$ cat config.mk
export PLATFORM = sky130hd
export DESIGN_NAME = mac_psum_accumulator
export DESIGN_NICKNAME = d
export VERILOG_FILES = /design/src/rtl/mac_psum_accumulator.sv
export SDC_FILE = /design/constraint.sdc
export NUM_CORES = 1
export LEC_CHECK = 0
export BUFFER_PORTS_ARGS = -buffer_cell sky130_fd_sc_hd__buf_2
export CORE_MARGIN = 8
export CORE_UTILIZATION = 50
export CTS_CLUSTER_SIZE = 10
export DETAILED_ROUTE_END_ITERATION = 12
export PLACE_DENSITY = 0.69
export SYNTH_ARGS = -nofsm -noshare
export SYNTH_HDL_FRONTEND = slang
export SYNTH_SLANG_ARGS = --single-unit
$ cat constraint.sdc
create_clock -name clk -period 9.2 [get_ports clk]
set_input_delay 1.84 -clock clk [delete_from_list [all_inputs] [get_ports clk]]
set_output_delay 1.84 -clock clk [all_outputs]
set_load 0.1 [all_outputs]
$ cat src/rtl/mac_psum_accumulator.sv
// Accumulates NUM_MACS signed partial sums per beat across a dot product, then rounds,
// shifts and saturates the total into a single registered valid/ready result.
// Optional clipping of the result is enabled by defining MAC_ACC_SAT_EN.
module mac_psum_accumulator #(
  parameter int unsigned WIDTH       = 16,
  parameter int unsigned NUM_MACS    = 2,
  parameter int unsigned ACC_WIDTH   = 40,
  parameter int unsigned OUT_WIDTH   = 16,
  parameter int unsigned SHIFT_WIDTH = 5
) (
  input  logic                                clk,
  input  logic                                rst,
  input  logic                                psum_valid,
  output logic                                psum_ready,
  input  logic [NUM_MACS-1:0][2*WIDTH-1:0]    psum,
  input  logic                                psum_last,
  input  logic [SHIFT_WIDTH-1:0]              shift,
  output logic                                out_valid,
  input  logic                                out_ready,
  output logic [OUT_WIDTH-1:0]                out_data,
  output logic                                out_sat,
  output logic [15:0]                         out_beats,
  output logic                                busy
);

  localparam int unsigned PW = 2 * WIDTH;
  localparam int unsigned RW = ACC_WIDTH + 1;
  localparam int unsigned CW = 16;

  localparam logic signed [RW-1:0] MAX_V = {{(RW-OUT_WIDTH+1){1'b0}}, {(OUT_WIDTH-1){1'b1}}};
  localparam logic signed [RW-1:0] MIN_V = {{(RW-OUT_WIDTH+1){1'b1}}, {(OUT_WIDTH-1){1'b0}}};

  typedef enum logic {
    IDLE = 1'b0,
    ACC  = 1'b1
  } state_e;

  state_e                 state_q, state_d;
  logic [ACC_WIDTH-1:0]   acc_q, acc_d;
  logic [CW-1:0]          cnt_q, cnt_d;
  logic [SHIFT_WIDTH-1:0] shift_q, shift_d;
  logic                   out_valid_q, out_valid_d;
  logic [OUT_WIDTH-1:0]   out_data_q, out_data_d;
  logic                   out_sat_q, out_sat_d;
  logic [CW-1:0]          out_beats_q, out_beats_d;

  logic [ACC_WIDTH-1:0]   beat_sum;
  logic [ACC_WIDTH-1:0]   acc_next;
  logic [SHIFT_WIDTH-1:0] shift_eff;
  logic signed [RW-1:0]   acc_ext;
  logic signed [RW-1:0]   rnd_add;
  logic signed [RW-1:0]   rounded;
  logic [OUT_WIDTH-1:0]   res_data;
  logic                   res_sat;
  logic [CW-1:0]          cnt_inc;
  logic [CW-1:0]          final_cnt;
  logic                   accept;

  assign psum_ready = !out_valid_q || out_ready;
  assign accept     = psum_valid && psum_ready;

  // Sign-extend every tree's partial sum and reduce them into one beat total.
  always_comb begin
    beat_sum = '0;
    for (int unsigned i = 0; i < NUM_MACS; i++) begin
      beat_sum = beat_sum + {{(ACC_WIDTH-PW){psum[i][PW-1]}}, psum[i]};
    end
  end

  // The accumulator is empty in IDLE, so the first beat starts from zero.
  assign acc_next  = ((state_q == ACC) ? acc_q : '0) + beat_sum;
  assign shift_eff = (state_q == IDLE) ? shift : shift_q;

  // Round half up, computed one bit wider than the accumulator so the bias cannot wrap.
  always_comb begin
    acc_ext = {acc_next[ACC_WIDTH-1], acc_next};
    rnd_add = '0;
    rounded = acc_ext;
    if (shift_eff != '0) begin
      rnd_add = RW'(1) << (shift_eff - SHIFT_WIDTH'(1));
      rounded = (acc_ext + rnd_add) >>> shift_eff;
    end
  end

`ifdef MAC_ACC_SAT_EN
  always_comb begin
    res_sat  = 1'b0;
    res_data = rounded[OUT_WIDTH-1:0];
    if (rounded > MAX_V) begin
      res_sat  = 1'b1;
      res_data = MAX_V[OUT_WIDTH-1:0];
    end else if (rounded < MIN_V) begin
      res_sat  = 1'b1;
      res_data = MIN_V[OUT_WIDTH-1:0];
    end
  end
`else
  logic unused_round_hi;
  assign unused_round_hi = ^{rounded[RW-1:OUT_WIDTH], MAX_V, MIN_V};
  assign res_data        = rounded[OUT_WIDTH-1:0];
  assign res_sat         = 1'b0;
`endif

  assign cnt_inc   = (cnt_q == {CW{1'b1}}) ? cnt_q : cnt_q + CW'(1);
  assign final_cnt = (state_q == IDLE) ? CW'(1) : cnt_inc;

  // Next-state and output-register update.
  always_comb begin
    state_d     = state_q;
    acc_d       = acc_q;
    cnt_d       = cnt_q;
    shift_d     = shift_q;
    out_valid_d = out_valid_q && !out_ready;
    out_data_d  = out_data_q;
    out_sat_d   = out_sat_q;
    out_beats_d = out_beats_q;
    if (accept) begin
      if (state_q == IDLE) begin
        shift_d = shift;
      end
      if (psum_last) begin
        state_d     = IDLE;
        acc_d       = '0;
        cnt_d       = '0;
        out_valid_d = 1'b1;
        out_data_d  = res_data;
        out_sat_d   = res_sat;
        out_beats_d = final_cnt;
      end else begin
        state_d = ACC;
        acc_d   = acc_next;
        cnt_d   = final_cnt;
      end
    end
  end

  always_ff @(posedge clk or negedge rst) begin
    if (!rst) begin
      state_q     <= IDLE;
      acc_q       <= '0;
      cnt_q       <= '0;
      shift_q     <= '0;
      out_valid_q <= 1'b0;
      out_data_q  <= '0;
      out_sat_q   <= 1'b0;
      out_beats_q <= '0;
    end else begin
      state_q     <= state_d;
      acc_q       <= acc_d;
      cnt_q       <= cnt_d;
      shift_q     <= shift_d;
      out_valid_q <= out_valid_d;
      out_data_q  <= out_data_d;
      out_sat_q   <= out_sat_d;
      out_beats_q <= out_beats_d;
    end
  end

  assign out_valid = out_valid_q;
  assign out_data  = out_data_q;
  assign out_sat   = out_sat_q;
  assign out_beats = out_beats_q;
  assign busy      = (state_q == ACC);

endmodule

; Word-level counts from Yosys, hierarchy flattened
; Index checks and enable logic that the tools add are counted.
[classes]
n_mux = 10
eq_ne = 1
n_shift = 2
add_sub_neg = 5
reduce_logical = 7
[ops]
columns = operator, n
row1 = $mux W40, 2
row2 = $mux W16, 4
row3 = $add A40 B41 Y41, 1
row4 = $shl A1 B5 Y41 const A, 1
row5 = $sshr A41 B5 Y16, 1
row6 = $add A40 B40 Y40, 1
row7 = $add A32 B32 Y33, 1
row8 = $add A16 B1 Y16 const B, 1
row9 = $eq A16 B16 Y1 const B, 1
row10 = $mux W5, 1
row11 = $reduce_bool A5 Y1, 1
row12 = $sub A5 B1 Y5 const B, 1
row13 = $mux W1, 3
row14 = $logic_and A1 B1 Y1, 2
row15 = $logic_not A1 Y1, 2
row16 = $reduce_and A2 Y1, 1
row17 = $logic_or A1 B1 Y1, 1
[word_totals]
wordCells = 32
out_inout_bits = 36
input_bits = 74
ff_bits = 95

; Longest topological paths before layout
[logic_depth]
word_depth = 6
depth_mapped = 37
mapped_depth_nobuf = 36

; Worst setup path after synthesis
; OpenSTA, ideal clock, no wires.
[synth_timing]
kind = input to register
start = in psum[0] (netlist bit)
end = reg out_data_q[11], in the netlist out_data[11]
setup_time_ns = 0.124
required_time_ns = 9.076
setup_slack_ns = 0.667
stages = 35
path_buffers = 1
arrival_time_ns = 8.410
cell_sequence = ha_1 > inv_1 > fa_1 > nor2b_1 > o31a_1 > o41a_1 > a31oi_1 > nor2b_1 > o21ai_0 > nand2b_1 > a21o_1 > a21oi_1 > xnor2_1 > ha_1 > and3_1 > o211ai_1 > o311a_1 > nor2_1 > nor2_1 > o21ai_0 > xor2_1 > ha_1 > buf_2 > nand4_1 > nor4_1 > o311ai_1 > a21o_1 > a2111o_1 > and2_4 > a2111oi_0 > nor3_1 > mux2_2 > a21oi_1 > o221ai_1 > o221a_1
[synth_via]
elab_chain_len = 5
[synth_lines]
columns = item, line_no
row1 = start: declaration, 15  ; input logic [NUM_MACS-1:0][2*WIDTH-1:0] psum,
row2 = $add A32 B32 Y33 *, 66  ; beat_sum = beat_sum + {{(ACC_WIDTH-PW){psum[i][PW-1]}}, psum[i]};
row3 = $add A40 B40 Y40 *, 71  ; assign acc_next = ((state_q == ACC) ? acc_q : '0) + beat_sum;
row4 = $add A40 B41 Y41, 81  ; rounded = (acc_ext + rnd_add) >>> shift_eff;
row5 = $sshr A41 B5 Y16, 81
row6 = $mux W16 *, 79  ; if (shift_eff != '0) begin
row7 = end signal: assignment, 153  ; out_data_q <= out_data_d;
row8 = end: declaration, 43  ; logic [OUT_WIDTH-1:0] out_data_q, out_data_d;
; Every way passes the cells marked *; elsewhere a longest branch is shown, timed or not.
; A chain may end at the register's enable or synchronous reset.

; Worst setup path in the final report
[layout_timing]
start = in psum[1] (netlist bit)
end = reg out_data_q[10], in the netlist out_data[10]
; The elaborated chain is that of the path after synthesis.

==> out/qor.txt <==
GR Util All Layers - 27.27%
post-synthesis sequential area ratio - 18.54%
die span in x - 176.1 um
worst clock skew - 15.12 ps
finished layout cell area - 14720 um2
Worst slew margin - 38.69%
Synth cell types - 93
Avg Cell Area, Syn - 7.517 um2
Tightest Hold Check Type - register to register
# diodes - 0
share of async-settable or async-resettable flops after synthesis - 100.0%
share of layout cells above drive strength 1 - 17.39%
overflow left after global routing - 0
maximum buffer depth of the clock tree - 2
TritonRoute pass-1 iters - 6
initial antenna violation count - 0
root buffer cell - clkbuf_16
Main synth FF type - dfrtp_1
HPWL Detailed - 33000 um
Remaining DRCs - 0
height of the die - 176.1 um
final setup violation count - 0
total via count in the routed design - 13843
total negative slack - 0 ps
# fillers - 2396
CTS tree - built
number of clock sinks - 95
number of hold-slack violations in the final timing report - 0
routability cong. - 0.9682
synth cell count leaders - nand2_1 (193), nor2_1 (148), a21oi_1 (138), o21ai_0 (133), ha_1 (104)
number of global-route vias before repair - 12898
peak fanout along the critical path - 6
CP dominant cell by count - a21oi_1
DP Worst Slack - -127.3 ps
number of max-cap violations - 0
end-of-flow core utilization - 58.44%
standard cell with the maximum stage delay on the critical path - ha_1
area of the core - 25180 um2
drt wl/cell - 19.94 um
post-synthesis cell count - 1706
number of enable flip-flop cells after synthesis - 0
hold buffers post-CTS - 0
Clock Pin Slew Worst Setup and Hold Paths - 90 ps
count of standard-cell rows - 58
CP endpoint kind - register
cell area after synthesis - 12820 um2
area share of the leading cell type in the synthesized netlist - 18.54%
DR iter-0 viols - 1340
layout overhead on the synthesized area - 14.76%
Synth Register Bits - 95
maximum cell stage delay along the critical path - 390 ps
sum of buffers and inverters on the critical path - 2
top post-synthesis cells by area - dfrtp_1 (19%), ha_1 (10%), nand2_1 (5.6%), a21oi_1 (5.4%), o21ai_0 (5.2%)
critical path data required time - 9460 ps
Worst Max-Slew Pin Slew - 914.2 ps
cell type with the largest total area after synthesis - dfrtp_1
worst supply voltage drop on vdd - 0.0002604 V
DRT antenna net count - 0
CP Launch Type - primary input
most repeated cell in the gate-level netlist after synthesis - nand2_1
global-route wire length before repair - 69820 um
source-to-sink clock delay at the later pin of the worst-skew pair - 370 ps
final slew viol count - 0
Post-layout nets - 2022
post-detailed-placement cell area - 14250 um2
Syn Nets - 1887
worst setup slack after layout - 387.2 ps
delay-heaviest family, CP - compound AO/OA/AOI/OAI gates
maximum number of pins on one net before global-route repair - 67
leakage power figure - 6.724 nW
Routed WL - 43390 um
critical path data arrival time - 9080 ps
Port-buffer cells - 108
fin crit period - 8813 ps
H-tree levels - 3
total die area - 31030 um2
Total Power Consumption - 3.652 mW
timing-limited maximum frequency - 113.5 MHz
via/cell ratio - 6.362
number of buffers inserted during clock tree synthesis - 9
Worst Path Class, Setup - primary input to register
Initial Utilization - 50.92%
pwr/cell area - 248.1 nW/um2
Period Utilization, post-route - 95.79%
I/O pin count - 110
result of the run - completed
count of warnings emitted by yosys - 0
==> worst reg2reg max path, delay by kind of cell (launching register included) <==
family                     cells  cell delay [ps]
xor gates and xnor gates       1              180
AOI/OAI and AO/OA             14             2690
and+or+nand+nor                8             1890
buffers and inverters          2              240
DFF                            1              830
adders and majority gates      3              890
==> path summary, 6_finish.rpt <==
path	from	to	slack (ps)	depth (start not counted)
worst max-delay path	psum[1]	out_data[10]$_DFFE_PN0P_	390	36
worst min-delay path	out_beats[3]$_DFFE_PN0P_	out_beats[3]$_DFFE_PN0P_	480	2
worst max register to register	busy$_DFFE_PN0P_	out_data[10]$_DFFE_PN0P_	2390	28
worst min register to register	out_beats[3]$_DFFE_PN0P_	out_beats[3]$_DFFE_PN0P_	480	2
max in group asynchronous	rst	busy$_DFFE_PN0P_	6530	2
min in group asynchronous	rst	out_beats[4]$_DFFE_PN0P_	1500	1
==> state kept, by name, indices dropped and copies added, names as in the netlist <==
signal	flops
out_valid	1
acc_q	40
cnt_q	16
busy	1
out_beats	16
shift_q	5
out_data	16
==> cell usage in the layout (no fill, tap or decap), drive strengths merged, types with 20 or more instances in the layout <==
| cell type | Yosys | layout |
|---|---|---|
| o211ai | 25 | 25 |
| buf | 28 | 219 |
| dfrtp | 95 | 95 |
| inv | 31 | 35 |
| a22o | 30 | 30 |
| xor2 | 35 | 35 |
| and3 | 23 | 23 |
| xnor2 | 69 | 69 |
| a31oi | 20 | 20 |
| nand2 | 193 | 193 |
| nand3 | 46 | 46 |
| mux2i | 35 | 35 |
| o21a | 25 | 25 |
| a21o | 56 | 56 |
| a21oi | 142 | 142 |
| a211oi | 31 | 31 |
| nand4 | 24 | 24 |
| o21ai | 139 | 139 |
| ha | 104 | 104 |
| nor3 | 39 | 39 |
| and2 | 54 | 54 |
| nor2 | 148 | 148 |
==> cell families (layout without fill, tap and decap cells) <==
kind of cell,count (synthesis),count (layout),synth area share [%]
compound gates,614,614,32.38
simple gates,605,605,22.74
buf+inv,126,266,3.893
fa+ha+maj,107,107,10.62
xor+xnor,104,104,7.103
flops,95,95,18.54
mux,54,54,4.693
other cells,1,1,0.02924
==> timing repair <==
action,in CTS,in global routing
endpoints found under the setup margin,0,16
resized for setup,0,28
setup buffers,0,4
==> per-stage QoR <==
step	instances	hold slack (ps)
6_report	2176	476.9
5_1_grt	2176	501.8
4_1_cts	2172	478.7
3_5_place_dp	2156	463.6
3_3_place_gp	2156	443.3
2_1_floorplan	1706	431.1
==> area by class of cell <==
cell class / instances / area (um2) / share of cell area, %
multi-input combinational: 1485 / 10150 / 68.94
clock inverter: 7 / 61.31 / 0.4166
tap: 330 / 412.9 / 2.806
inverter: 31 / 116.4 / 0.7907
sequential: 95 / 2379 / 16.16
timing repair buffer: 219 / 1376 / 9.352
clock buffer: 9 / 225.2 / 1.530
==> layer usage <==
layer | up-vias | global-route usage, % | wire (um)
met5 | - | 0 | 0
met4 | 0 | 8.407 | 1122
met3 | 76 | 3.696 | 3257
met2 | 532 | 43.35 | 19700
met1 | 6587 | 37.71 | 19310
li1 | 6648 | - | -
==> power breakdown <==
part	internal (mW)	switching, mW
clock network	0.190	0.205
logic	0.991	1.70
registers	0.504	0.0612
Power figures use the tool's default switching activity.
